--- src/rtl/uart_frame_decoder.sv ---
// -----------------------------------------------------------------------------
// uart_frame_decoder
//   Assembles 5-byte controller frames (SYNC, CMD, D0, D1, CHK) from a UART
//   receiver byte stream. It verifies the XOR checksum CHK == CMD ^ D0 ^ D1 and
//   publishes CMD/DATA with a one-cycle strobe. Bad frames raise a one-cycle
//   error strobe and bump a saturating error counter.
//
// Optional feature macro: FRAME_DECODER_TIMEOUT_EN
//   Defined   : an inter-byte timeout drops a partial frame and flags an error.
//   Undefined : a partial frame waits indefinitely for its next byte.
//
// Ports
//   i_CLK          in   1   system clock
//   i_RST          in   1   asynchronous reset, active-high
//   i_RX_DV        in   1   byte valid strobe from the UART receiver
//   i_RX_BYTE      in   8   received byte, qualified by i_RX_DV
//   o_FRAME_VALID  out  1   1-cycle pulse, good frame (o_CMD/o_DATA updated)
//   o_FRAME_ERR    out  1   1-cycle pulse, checksum mismatch or timeout
//   o_CMD          out  8   command byte of the last good frame
//   o_DATA         out  16  {D0,D1} of the last good frame
//   o_ERR_COUNT    out  8   saturating count of error pulses
//   o_BUSY         out  1   high while a frame is partially received
// -----------------------------------------------------------------------------
module uart_frame_decoder #(
  parameter logic [7:0]  c_SYNC_BYTE      = 8'hA5,
  parameter int unsigned c_TIMEOUT_CYCLES = 4340
) (
  input  logic        i_CLK,
  input  logic        i_RST,
  input  logic        i_RX_DV,
  input  logic [7:0]  i_RX_BYTE,
  output logic        o_FRAME_VALID,
  output logic        o_FRAME_ERR,
  output logic [7:0]  o_CMD,
  output logic [15:0] o_DATA,
  output logic [7:0]  o_ERR_COUNT,
  output logic        o_BUSY
);

  typedef enum logic [2:0] {
    s_IDLE,
    s_CMD,
    s_D0,
    s_D1,
    s_CHK
  } t_state;

  // The timeout counter is 16 bits wide, so the programmed window must fit.
  if (c_TIMEOUT_CYCLES == 0 || c_TIMEOUT_CYCLES > 65535) begin : g_bad_timeout
    $error("uart_frame_decoder: c_TIMEOUT_CYCLES must be in 1..65535");
  end

  t_state      r_state;
  logic [7:0]  r_acc;
  logic [7:0]  r_cmd_tmp;
  logic [7:0]  r_d0;
  logic [7:0]  r_d1;
  logic        r_frame_valid;
  logic        r_frame_err;
  logic [7:0]  r_cmd;
  logic [15:0] r_data;
  logic [7:0]  r_err_count;
  logic        r_busy;

`ifdef FRAME_DECODER_TIMEOUT_EN
  localparam logic [15:0] c_TO_LAST = 16'(c_TIMEOUT_CYCLES - 1);
  logic [15:0] r_to_cnt;
`endif

  // Frame FSM with registered outputs; strobes default low every cycle.
  always_ff @(posedge i_CLK or posedge i_RST) begin
    if (i_RST) begin
      r_state       <= s_IDLE;
      r_acc         <= 8'h00;
      r_cmd_tmp     <= 8'h00;
      r_d0          <= 8'h00;
      r_d1          <= 8'h00;
      r_frame_valid <= 1'b0;
      r_frame_err   <= 1'b0;
      r_cmd         <= 8'h00;
      r_data        <= 16'h0000;
      r_err_count   <= 8'h00;
      r_busy        <= 1'b0;
`ifdef FRAME_DECODER_TIMEOUT_EN
      r_to_cnt      <= 16'h0000;
`endif
    end else begin
      r_frame_valid <= 1'b0;
      r_frame_err   <= 1'b0;

      if (i_RX_DV) begin
        case (r_state)
          s_IDLE: begin
            // Anything other than SYNC between frames is line noise.
            if (i_RX_BYTE == c_SYNC_BYTE) begin
              r_acc   <= 8'h00;
              r_state <= s_CMD;
              r_busy  <= 1'b1;
            end
          end
          s_CMD: begin
            r_cmd_tmp <= i_RX_BYTE;
            r_acc     <= i_RX_BYTE;
            r_state   <= s_D0;
          end
          s_D0: begin
            r_d0    <= i_RX_BYTE;
            r_acc   <= r_acc ^ i_RX_BYTE;
            r_state <= s_D1;
          end
          s_D1: begin
            r_d1    <= i_RX_BYTE;
            r_acc   <= r_acc ^ i_RX_BYTE;
            r_state <= s_CHK;
          end
          s_CHK: begin
            r_state <= s_IDLE;
            r_busy  <= 1'b0;
            if (i_RX_BYTE == r_acc) begin
              r_cmd         <= r_cmd_tmp;
              r_data        <= {r_d0, r_d1};
              r_frame_valid <= 1'b1;
            end else begin
              r_frame_err <= 1'b1;
              if (r_err_count != 8'hFF) begin
                r_err_count <= r_err_count + 8'd1;
              end
            end
          end
          default: begin
            r_state <= s_IDLE;
            r_busy  <= 1'b0;
          end
        endcase
      end

`ifdef FRAME_DECODER_TIMEOUT_EN
      // A byte arriving on the expiry cycle restarts the window instead of timing out.
      if (i_RX_DV || r_state == s_IDLE) begin
        r_to_cnt <= 16'h0000;
      end else if (r_to_cnt == c_TO_LAST) begin
        r_to_cnt    <= 16'h0000;
        r_state     <= s_IDLE;
        r_busy      <= 1'b0;
        r_frame_err <= 1'b1;
        if (r_err_count != 8'hFF) begin
          r_err_count <= r_err_count + 8'd1;
        end
      end else begin
        r_to_cnt <= r_to_cnt + 16'd1;
      end
`endif
    end
  end

  assign o_FRAME_VALID = r_frame_valid;
  assign o_FRAME_ERR   = r_frame_err;
  assign o_CMD         = r_cmd;
  assign o_DATA        = r_data;
  assign o_ERR_COUNT   = r_err_count;
  assign o_BUSY        = r_busy;

endmodule

--- config.mk ---
export PLATFORM = sky130hd
export DESIGN_NAME = uart_frame_decoder
export DESIGN_NICKNAME = d
export VERILOG_FILES = /design/src/rtl/uart_frame_decoder.sv
export SDC_FILE = /design/constraint.sdc
export NUM_CORES = 1
export LEC_CHECK = 0
export BUFFER_PORTS_ARGS = -buffer_cell sky130_fd_sc_hd__buf_2
export CAP_MARGIN = 10
export CORE_ASPECT_RATIO = 0.9
export CORE_UTILIZATION = 57
export CTS_CLUSTER_SIZE = 40
export DETAILED_ROUTE_END_ITERATION = 10
export PLACE_DENSITY = 0.78
export SYNTH_ARGS = -nofsm -noshare
export SYNTH_HDL_FRONTEND = slang
export SYNTH_SLANG_ARGS = --single-unit
--- constraint.sdc ---
create_clock -name i_CLK -period 2.8 [get_ports i_CLK]
set_input_delay 0.56 -clock i_CLK [delete_from_list [all_inputs] [get_ports i_CLK]]
set_output_delay 0.56 -clock i_CLK [all_outputs]
set_load 0.02 [all_outputs]
== Yosys cells after proc, flatten, opt, wreduce, memory -nomap -nowiden ==
Cells that the tools add are included.

* Reductions and logical operators: 12
* Eq/ne operators: 8
* Bitwise operators: 3
* Mux-type cells: 12
* Add/sub/neg operators: 1

{| class="wikitable"
|+ Operator list
! kind !! number
|-
| case mux 8 bit (3 select lines) || 1
|-
| case mux 3 bit (4 select lines) || 1
|-
| AND reduction 3 bit || 3
|-
| adder 8 x 1 -> 8 bit, second input constant || 1
|-
| == test 8 bit || 1
|-
| == test 8 bit, second input constant || 1
|-
| two-way mux 8 bit || 1
|-
| != test 8 bit, second input constant || 1
|-
| AND reduction 2 bit || 4
|-
| XOR 8 bit || 1
|-
| two-way mux 1 bit || 7
|-
| == test 3 x 2 -> 1 bit, second input constant || 2
|-
| AND reduction 4 bit || 1
|-
| == test 3 x 1 -> 1 bit, second input constant || 1
|-
| == test 3 bit, second input constant || 1
|-
| logical NOT 3 bit || 1
|-
| two-way mux 3 bit || 1
|-
| nonzero test 3 bit || 1
|-
| OR reduction 3 bit || 1
|-
| != test 2 bit, second input constant || 1
|-
| NOT 1 bit || 2
|-
| case mux 1 bit (2 select lines) || 1
|-
| OR reduction 2 bit || 1
|}

* Register bits after elaboration: 70
* Bits of input ports: 11
* Output and inout port bits: 35
* Logic and storage cells: 47

== Longest topological paths before layout ==
Gate-level depths: netlist of the first run.

* Depth in word-level cells: 4
* Depth in mapped cells: 7
* Mapped depth without buffers: 5

== Worst setup path before layout of the first run ==
OpenSTA, ideal clock, no wires.

* Path type: input port to flip-flop
* From: in i_RX_BYTE[1]
* To: reg r_cmd[0], in the netlist o_CMD[0]
* Arrival time: 1.728 ns
* Library setup time: 0.125 ns
* Setup slack: 0.947 ns
* Data required time: 2.675 ns
* Buffers on the path: 2
* Cell stages on the path: 7
* Path through: buf_2 xnor2_2 nand4_2 nor2_4 nand2_4 buf_6 mux2_4

* Word-level cells in the longest chain between the ends: 2

{| class="wikitable"
|+ RTL lines
! element !! line !! text
|-
| start, declared || 31 || <nowiki>input logic [7:0] i_RX_BYTE,</nowiki>
|-
| == test 8 bit || 119 || <nowiki>if (i_RX_BYTE == r_acc) begin</nowiki>
|-
| AND reduction 3 bit (no source line) || -- ||
|-
| end signal, assigned || 120 || <nowiki>r_cmd <= r_cmd_tmp;</nowiki>
|-
| end, declared || 60 || <nowiki>logic [7:0] r_cmd;</nowiki>
|}

Every way passes these cells.
A chain may end at the register's enable or synchronous reset.

== Worst setup path in the final report of the first run ==
* From: reg r_state[2]
* To: reg r_d0[0]

* Word-level cells in the longest chain between the ends: 2

{| class="wikitable"
|+ RTL lines
! element !! line !! text
|-
| start, declared || 53 || <nowiki>t_state r_state;</nowiki>
|-
| start signal, assigned || 73 || <nowiki>r_state <= s_IDLE;</nowiki>
|-
| start signal, assigned || 97 || <nowiki>r_state <= s_CMD;</nowiki>
|-
| start signal, assigned || 114 || <nowiki>r_state <= s_CHK;</nowiki>
|-
| == test 3 x 2 -> 1 bit || 92 || <nowiki>case (r_state)</nowiki>
|-
| AND reduction 2 bit (no source line) || -- ||
|-
| end signal, assigned || 107 || <nowiki>r_d0 <= i_RX_BYTE;</nowiki>
|-
| end, declared || 56 || <nowiki>logic [7:0] r_d0;</nowiki>
|}

Every way passes these cells.

==> results of run 1 <==
-- where the power goes --
| part | internal [mW] | switching, mW | total [mW] | leakage, nW |
|---|---|---|---|---|
| clock network | 0.614 | 0.378 | 0.992 | 0.126 |
| registers | 1.28 | 0.258 | 1.54 | 0.912 |
| logic | 0.393 | 0.315 | 0.708 | 0.900 |
| total | 2.29 | 0.951 | 3.24 | 1.94 |
-- Yosys cell counts (2+ instances only) --
master / n
nand2_1: 22
nand4_2: 2
xnor2_1: 3
nand4b_1: 2
xnor2_2: 6
a22oi_1: 6
inv_1: 4
mux2_4: 19
mux2_2: 31
xor2_1: 5
mux2i_1: 8
nor3_1: 5
o21ai_0: 12
nand3_1: 5
and3_1: 3
buf_6: 4
nor2_1: 4
dfrtp_1: 70
clkbuf_1: 3
buf_2: 7
-- worst register-to-register path, cell delays in order, from the launching register on --
cell     delay (ns)
dfrtp_1        0.54
nor2b_1        0.38
nand2_1        0.12
nor2_2         0.39
mux2_2         0.39
-- layout make-up --
| class | instances | area (sq um) |
|---|---|---|
| Clock buffer | 10 | 137.6 |
| Clock inverter | 6 | 108.9 |
| Fill cell | 387 | 1633 |
| Inverter | 4 | 15.01 |
| Multi-Input combinational cell | 149 | 1328 |
| Sequential cell | 70 | 1752 |
| Tap cell | 67 | 83.83 |
| Timing Repair Buffer | 48 | 260.3 |
-- routing by layer --
layer	part of all wire [%]	GRT usage (%)	wire length (um)
met3	5.7	8.500	335
met1	47	30.61	2785
met2	46	36.51	2712
met4	1.1	8.135	64
met5	0	0	0
-- registers in the layout, summed over array words and instances (netlist names) --
name / cells
o_DATA: 16
o_CMD: 8
o_ERR_COUNT: 8
r_acc: 8
r_cmd_tmp: 8
r_d0: 8
r_d1: 8
r_state: 3
o_BUSY: 1
o_FRAME_ERR: 1
o_FRAME_VALID: 1
-- cell families after synthesis --
group | Yosys count
compound gates | 25
xor+xnor | 14
fa+ha+maj | 1
buf+inv | 19
flops | 70
mux | 58
simple gates | 51
-- worst max path at each step --
| stage | endpoint | slack [ns] | depth (start not counted) |
|---|---|---|---|
| 2_1_floorplan | o_BUSY | 0.47 | 1 |
| 3_3_place_gp | r_d0[4] | 0.60 | 5 |
| 3_5_place_dp | r_d0[2] | 0.58 | 5 |
| 4_1_cts | r_d0[0] | 0.87 | 4 |
| 5_1_grt | o_CMD[0] | 0.75 | 4 |
| 6_report | r_d0[0] | 0.88 | 4 |
==> results.json, run 1 <==
{
  "cts_max_path_buffers": 2,
  "start_util_pct": 59.98,
  "crit_fanout": 13,
  "grt_usage_pct": 23.53,
  "detailedPlace.worstSlack_ns": 0.5763,
  "cp-start-kind": "flip-flop",
  "ant_nets": 0,
  "port_buffers": 45,
  "clock-sinks": 70,
  "die_y_um": 72.96,
  "slowest_stage": "dfrtp_1",
  "max_freq_ghz": 0.5214,
  "vias_per_cell": 5.571,
  "path_clk_slew_ns": 0.07,
  "clkLatencyLatePin_ns": 0.34,
  "synthTopCellsByArea": "dfrtp_1 55%, mux2_2 11%, mux2_4 8.9%",
  "critPathKind": "flip-flop to flip-flop",
  "synth-simple-area-share_pct": 8.631,
  "rsz0062_at_grt": "no",
  "final_cell_mix": "70 x dfrtp_1, 45 x buf_2, 31 x mux2_2, 22 x nand2_1, 19 x mux2_4",
  "synth_top_family_by_area": "multiplexers",
  "final_common_cell": "dfrtp_1",
  "power_density_nw_per_um2": 879.2,
  "cp_top_family": "simple AND/OR/NAND/NOR gates",
  "cp-end-kind": "flip-flop",
  "synth.mux.area_fraction_pct": 22.40,
  "synth.distinct_cells": 37,
  "overflow": 0,
  "drt_iter0_drc": 133,
  "first_pass_iters": 4,
  "final-hold-violation-count": 0,
  "critical_path_required_ns": 3.03,
  "drc_errors": 0,
  "cts_buffers": 9,
  "synthFlopType": "dfrtp_1",
  "first_global_vias": 2032,
  "p_leak_nw": 1.938,
  "synth_xor_area_share_pct": 5.257,
  "drv_slew": 0,
  "fin_nets": 294,
  "dp_cells": 338,
  "ys_seq_elements": 70,
  "worst_pin_slew_ns": 0.5207,
  "grt_pass1_wl_um": 10100,
  "cts_resized": 0,
  "max_slew_margin_pct": 65.29,
  "syn_inst": 238,
  "place_hpwl_um": 3978,
  "synthToLayoutAreaGrowth_pct": 15.54,
  "htree_levels": 3,
  "finalSetupViolCount": 0,
  "synthArstFlopShare_pct": 100.0,
  "syn_nets": 250,
  "synth_compound_area_share_pct": 4.943,
  "r2r_slack_ns": 0.88,
  "synth_fa_ha_area_share_pct": 0.3923,
  "diodes": 0,
  "synth_edf_count": 0,
  "antenna_found_initial": 0,
  "num_rows": 25,
  "cp.arrival_ns": 2.15,
  "finalPower_mw": 3.240,
  "coreArea_sq_um": 5318,
  "cts_setup_buffers": 0,
  "cap_violations": 0,
  "period_share_pct": 68.50,
  "worst_r2r_startpoint": "r_state[2]",
  "grt_max_degree": 41,
  "path_buf_inv": 0,
  "place_area_sq_um": 3438,
  "timing.rr.end": "r_d0[0]",
  "final_cells": 354,
  "drt-total-wl_um": 5897,
  "avgRoutedWirePerCell_um": 16.66,
  "hold_path.class": "input port to asynchronous set/reset pin",
  "fin_area_sq_um": 3685,
  "hold_ws_ns": 0.1964,
  "io-pin-count": 46,
  "setup_slack_ns": 0.8821,
  "yosysTopAreaCell": "dfrtp_1",
  "path_cells": "nor2b_1, nand2_1, nor2_2, mux2_2",
  "status": "finished, final reports clean",
  "globalplace.congestion": 0.7846,
  "fp.dieArea_sq_um": 5898,
  "cpPeakStageDelay_ns": 0.54,
  "vias": 1972,
  "drive_above_1_share_pct": 44.25,
  "synth_top_area_share_pct": 54.92,
  "synthesis.area_sq_um": 3189,
  "die_w_um": 80.85,
  "fin_util_pct": 69.29,
  "cts_tree": "built",
  "crit_start": "r_state[2]",
  "reg2regPathDepth": 4,
  "synth_seq_area_share_pct": 54.92,
  "setup_tns_ns": 0,
  "clock-root-buffer": "clkbuf_8",
  "irDropWorstVdd_mv": 0.6542,
  "syn_avg_cell_area_sq_um": 13.40,
  "fin_skew_ns": 0.008888,
  "period_needed_ns": 1.918,
  "cts_hold_buf": 0,
  "yosys_warnings": 0
}
No activity file was read; power rests on OpenSTA's default activity.
==> run 2: changes to the inputs <==
--- a/config.mk
+++ b/config.mk
@@ -8,10 +8,10 @@
 export BUFFER_PORTS_ARGS = -buffer_cell sky130_fd_sc_hd__buf_2
 export CAP_MARGIN = 10
 export CORE_ASPECT_RATIO = 0.9
-export CORE_UTILIZATION = 57
+export CORE_UTILIZATION = 51
 export CTS_CLUSTER_SIZE = 40
 export DETAILED_ROUTE_END_ITERATION = 10
-export PLACE_DENSITY = 0.78
+export PLACE_DENSITY = 0.73
 export SYNTH_ARGS = -nofsm -noshare
 export SYNTH_HDL_FRONTEND = slang
 export SYNTH_SLANG_ARGS = --single-unit
==> constraint.sdc (replaced) <==
create_clock -name i_CLK -period 1.55 [get_ports i_CLK]
set_input_delay 0.31 -clock i_CLK [delete_from_list [all_inputs] [get_ports i_CLK]]
set_output_delay 0.31 -clock i_CLK [all_outputs]
set_load 0.02 [all_outputs]
==> run 2 against run 1 <==
  * Clock skew rose by 0.0018 ns
  * Combinational power increased to 2.8 times the previous value
  * Largest cell class unchanged
  * First-iteration DRC count down 32%
  * Register-to-register slack got worse by 0.91 ns
  * The flow now finishes with violations (negative setup slack)
  * Sequential power is 71% higher
  * Die area rose by 11%
  * Routed wire length increased by 19%
==> results.json, run 2 (synthesis gave the netlist of run 1 again) <==
{
  "critPathKind": "flip-flop to flip-flop",
  "cp.arrival_ns": 1.81,
  "first_pass_iters": 4,
  "diodes": 0,
  "grt_max_degree": 40,
  "die_y_um": 77.02,
  "cp_top_family": "flip-flops",
  "seq_area_sq_um": 1757,
  "clkLatencyLatePin_ns": 0.35,
  "finalPower_mw": 5.947,
  "final_common_cell": "dfrtp_1",
  "clock-root-buffer": "clkbuf_8",
  "period_share_pct": 101.6,
  "vias": 2185,
  "cts_tree": "built",
  "cts_max_path_buffers": 2,
  "path_clk_slew_ns": 0.08,
  "max_freq_ghz": 0.6353,
  "antenna_found_initial": 0,
  "cap_violations": 0,
  "fin_skew_ns": 0.01066,
  "drive_above_1_share_pct": 57.06,
  "setup_slack_ns": -0.02418,
  "cp-start-kind": "flip-flop",
  "critical_path_required_ns": 1.79,
  "finalSetupViolCount": 13,
  "worst_pin_slew_ns": 0.3569,
  "final-hold-violation-count": 0,
  "avgRoutedWirePerCell_um": 17.17,
  "start_util_pct": 54.47,
  "grt_pass1_wl_um": 11700,
  "port_buffers": 45,
  "rsz0062_at_grt": "yes",
  "first_global_vias": 2301,
  "fin_nets": 347,
  "crit_fanout": 17,
  "cp-end-kind": "flip-flop",
  "num_rows": 26,
  "globalplace.congestion": 0.8378,
  "violations": "negative setup slack",
  "path_cells": "xnor2_2, nand4_2, nor2_4, nand2_4, buf_12, mux2_4",
  "htree_levels": 3,
  "hold_ws_ns": 0.2828,
  "ant_nets": 0,
  "slowest_stage": "dfrtp_1",
  "fp.dieArea_sq_um": 6574,
  "fillers": 405,
  "period_needed_ns": 1.574,
  "fin_area_sq_um": 4145,
  "coreArea_sq_um": 5856,
  "place_area_sq_um": 3891,
  "hold_path.class": "input port to flip-flop",
  "status": "finished with violations",
  "p_leak_nw": 2.171,
  "irDropWorstVdd_mv": 0.7329,
  "place_hpwl_um": 4980,
  "vias_per_cell": 5.329,
  "drt-total-wl_um": 7041,
  "die_w_um": 85.36,
  "overflow": 0,
  "grt_usage_pct": 23.70,
  "largest_reg_flops": 16,
  "drc_errors": 0,
  "drv_slew": 0,
  "clock-sinks": 70,
  "cpPeakStageDelay_ns": 0.41,
  "synthToLayoutAreaGrowth_pct": 29.97,
  "max_slew_margin_pct": 76.00,
  "setup_tns_ns": -0.1987,
  "cts_buffers": 9,
  "path_buf_inv": 1,
  "drt_iter0_drc": 91,
  "power_density_nw_per_um2": 1435,
  "multiInputGateArea_sq_um": 1389,
  "io-pin-count": 46,
  "final_cell_mix": "66 x dfrtp_1, 48 x buf_4, 45 x buf_2, 31 x mux2_2, 22 x nand2_1"
}
[run 2: cell types whose count changed in the layout (fill, tap and decap cells not counted), moves of 3 or more]
cell and change:
buf_12 +4, buf_4 +46, bufinv_16 -3, clkinvlp_4 +3, dfrtp_1 -4, dfrtp_2 +4
nor3_1 -4, nor3_2 +3
[run 2: path summary, 6_finish.rpt]
path | startpoint | to | slack [ns] | cells past startpoint
worst max-delay path | r_acc[1] | o_DATA[1] | -0.02 | 6
worst min-delay path | i_RX_DV | o_FRAME_ERR | 0.28 | 3
worst max register to register | r_acc[1] | o_DATA[1] | -0.02 | 6
worst min register to register | o_ERR_COUNT[6] | o_ERR_COUNT[6] | 0.48 | 1
max in group asynchronous | i_RST | o_DATA[11] | 0.54 | 4
min in group asynchronous | i_RST | o_ERR_COUNT[1] | 0.46 | 3
[run 2: area by class of cell]
cell class,count,area share [%]
flip-flops and latches,70,42.38
multi-input cells,149,33.50
repair buffers,101,17.33
clock buffers,11,3.411
well taps,70,2.113
clock inverters,5,0.8150
inverters,4,0.4528
[run 2: stage by stage]
stage	worst slack, ns	utilization, %	std cells
after detailed placement	-0.1224	66.45	392
after floorplan	-0.04740	-	238
after global placement	-0.08069	66.45	392
after CTS	-0.05083	69.62	409
after global routing	-0.1045	70.79	410
final	-0.02418	70.79	410
[run 2: what timing repair did]
action / 4_1_cts / 5_1_grt
gates resized for setup: 0 / 16
endpoints found under the setup margin: 25 / 46
hold buffers: 1 / 0
setup buffers: 0 / 1
pin swaps: 1 / 12
endpoints found under the hold margin: 11 / 0
[run 2: where the power goes]
part           switching [mW]  total, mW  internal, mW
Sequential              0.321       2.64          2.32
Clock                   0.699       1.32         0.624
Combinational           0.874       1.99          1.11
Total                    1.89       5.95          4.05
[run 2: worst min-delay path, stage by stage]
cell     delay, ns
buf_2         0.13
nand3_2       0.10
nor2_1        0.05
[run 2: per-layer routing]
metal	GRT usage, %	vias to the layer above	share of wire (%)
li1	-	1026	-
met1	31.75	1085	47
met2	36.37	58	46
met3	6.674	16	4.2
met4	10.00	0	2.4
met5	0	-	0
==> run 3: changes to the inputs <==
--- a/config.mk
+++ b/config.mk
@@ -11,7 +11,7 @@
 export CORE_UTILIZATION = 51
 export CTS_CLUSTER_SIZE = 40
 export DETAILED_ROUTE_END_ITERATION = 10
-export PLACE_DENSITY = 0.73
+export PLACE_DENSITY = 0.78
 export SYNTH_ARGS = -nofsm -noshare
 export SYNTH_HDL_FRONTEND = slang
 export SYNTH_SLANG_ARGS = --single-unit
==> run 3 against run 2 <==
  * The run still ends with negative setup slack left
  * Sequential share of layout area grew 0.14 points
  * Routed wire length shrank 1.5%
  * First-iteration DRC count shrank 6.6%
  * Total power rose by 1.1%
  * Setup slack worse by 0.013 ns
  * Hold slack gained 0.029 ns
  * Sequential cell count unchanged
  * Final cell count decreased by 0.98%
  * Non-clock buffer count is 4 lower
  * Critical endpoint is now o_CMD[1]
==> results.json, run 3 (synthesis gave the netlist of run 1 again) <==
{
  "largest_reg_flops": 16,
  "io-pin-count": 46,
  "worst_r2r_startpoint": "r_acc[3]",
  "vias": 2197,
  "drt_iter0_drc": 85,
  "ant_nets": 0,
  "status": "finished with violations",
  "first_pass_iters": 5,
  "min_path_cells": 2,
  "worst_pin_slew_ns": 0.2577,
  "antenna_found_initial": 0,
  "setup_tns_ns": -0.3643,
  "path_clk_slew_ns": 0.07,
  "critPathKind": "flip-flop to flip-flop",
  "first_global_vias": 2218,
  "cp-end-kind": "flip-flop",
  "drt-total-wl_um": 6933,
  "reg2regPathDepth": 6,
  "drc_errors": 0,
  "htree_levels": 3,
  "fin_skew_ns": 0.006189,
  "cts_buffers": 9,
  "num_rows": 26,
  "place_hpwl_um": 4654,
  "die_w_um": 85.36,
  "cts_max_path_buffers": 2,
  "vias_per_cell": 5.411,
  "hold_ws_ns": 0.3120,
  "period_share_pct": 102.4,
  "grt_usage_pct": 22.43,
  "power_density_nw_per_um2": 1456,
  "final_common_cell": "dfrtp_1",
  "setup_slack_ns": -0.03749,
  "fin_nets": 343,
  "clock-sinks": 70,
  "timing.rr.end": "o_CMD[1]",
  "hp-start": "i_RX_BYTE[0]",
  "die_y_um": 77.02,
  "start_util_pct": 54.47,
  "final_cell_mix": "66 x dfrtp_1, 45 x buf_2, 43 x buf_4, 31 x mux2_2, 22 x nand2_1",
  "cp.arrival_ns": 1.82,
  "final-hold-violation-count": 0,
  "cts_tree": "built",
  "final_cells": 406,
  "irDropWorstVdd_mv": 0.8599,
  "critical_path_required_ns": 1.79,
  "fillers": 423,
  "max_slew_margin_pct": 82.66,
  "rsz0062_at_grt": "yes",
  "p_leak_nw": 2.176,
  "multiInputGateArea_sq_um": 1361,
  "clock-root-buffer": "clkbuf_8",
  "period_needed_ns": 1.587,
  "port_buffers": 45,
  "cp-start-kind": "flip-flop",
  "violations": "negative setup slack",
  "drive_above_1_share_pct": 55.36,
  "globalplace.congestion": 0.8339,
  "clkLatencyLatePin_ns": 0.35,
  "hold_path.class": "input port to flip-flop",
  "cap_violations": 0,
  "overflow": 0,
  "r2r_slack_ns": -0.04,
  "drv_slew": 0,
  "holdPathEnd": "r_d1[0]",
  "seq_area_sq_um": 1757,
  "grt_max_degree": 50,
  "finalSetupViolCount": 23,
  "synthToLayoutAreaGrowth_pct": 29.54,
  "crit_fanout": 9,
  "fin_util_pct": 70.56,
  "fp.dieArea_sq_um": 6574,
  "diodes": 0,
  "dp_cells": 386,
  "detailedPlace.worstSlack_ns": -0.1067,
  "coreArea_sq_um": 5856,
  "avgRoutedWirePerCell_um": 17.08,
  "max_freq_ghz": 0.6299,
  "grt_pass1_wl_um": 10780
}
## run 3: worst max-delay path, stage by stage, from the launching register on
cell       delay, ns
dfrtp_1         0.42
xnor2_2         0.19
nand4_2         0.15
nor2_4          0.14
nand2_4         0.10
clkbuf_16       0.18
mux2_4          0.29
## run 3: area by class of cell
class                      instances  area share (%)
clock buffer                      13           3.846
timing repair buffer              97           17.08
inverter                           4          0.4543
multi-input combinational        149           32.95
sequential                        70           42.52
clock inverter                     3           1.030
tap                               70           2.120
## run 3: timing repair
action / CTS / global route
hold buffers: 1 / 0
buffers inserted: 0 / 2
pin swaps: 1 / 5
endpoints found under the hold margin: 1 / 0
gates cloned: 0 / 1
resized for setup: 1 / 9
endpoints found under the setup margin: 20 / 62
## run 3: worst max-delay path by stage
| stage | startpoint | endpoint | slack [ns] | depth (start not counted) |
|---|---|---|---|---|
| finish | r_acc[3] | o_CMD[1] | -0.04 | 6 |
| global route | r_acc[3] | o_ERR_COUNT[1] | -0.13 | 6 |
| CTS | r_acc[1] | o_ERR_COUNT[1] | -0.04 | 6 |
| detailed placement | i_RX_BYTE[6] | o_ERR_COUNT[1] | -0.11 | 7 |
| global placement | i_RX_BYTE[6] | o_ERR_COUNT[1] | -0.06 | 7 |
| floorplan | i_RX_BYTE[7] | o_CMD[7] | -0.05 | 7 |
## run 3: stage by stage
stage / power (mW) / cell area (sq um)
after global placement: 4.384 / 3846
after global routing: 6.333 / 4131
after floorplan: 3.781 / 3219
after detailed placement: 4.492 / 3846
final: 6.015 / 4131
after CTS: 6.013 / 4061
## run 3: power breakdown
| part | leakage (nW) | internal (mW) | switching, mW |
|---|---|---|---|
| Sequential | 0.906 | 2.32 | 0.335 |
| Clock | 0.0996 | 0.830 | 0.672 |
| Combinational | 1.17 | 1.03 | 0.827 |
## run 3: routing by layer
| layer | share of wire, % | vias to the layer above | track usage, % |
|---|---|---|---|
| li1 | - | 1015 | - |
| met3 | 5.2 | 12 | 6.136 |
| met4 | 1.6 | 0 | 10.50 |
| met5 | 0 | - | 0 |
| met1 | 44 | 1100 | 28.42 |
| met2 | 49 | 70 | 35.89 |
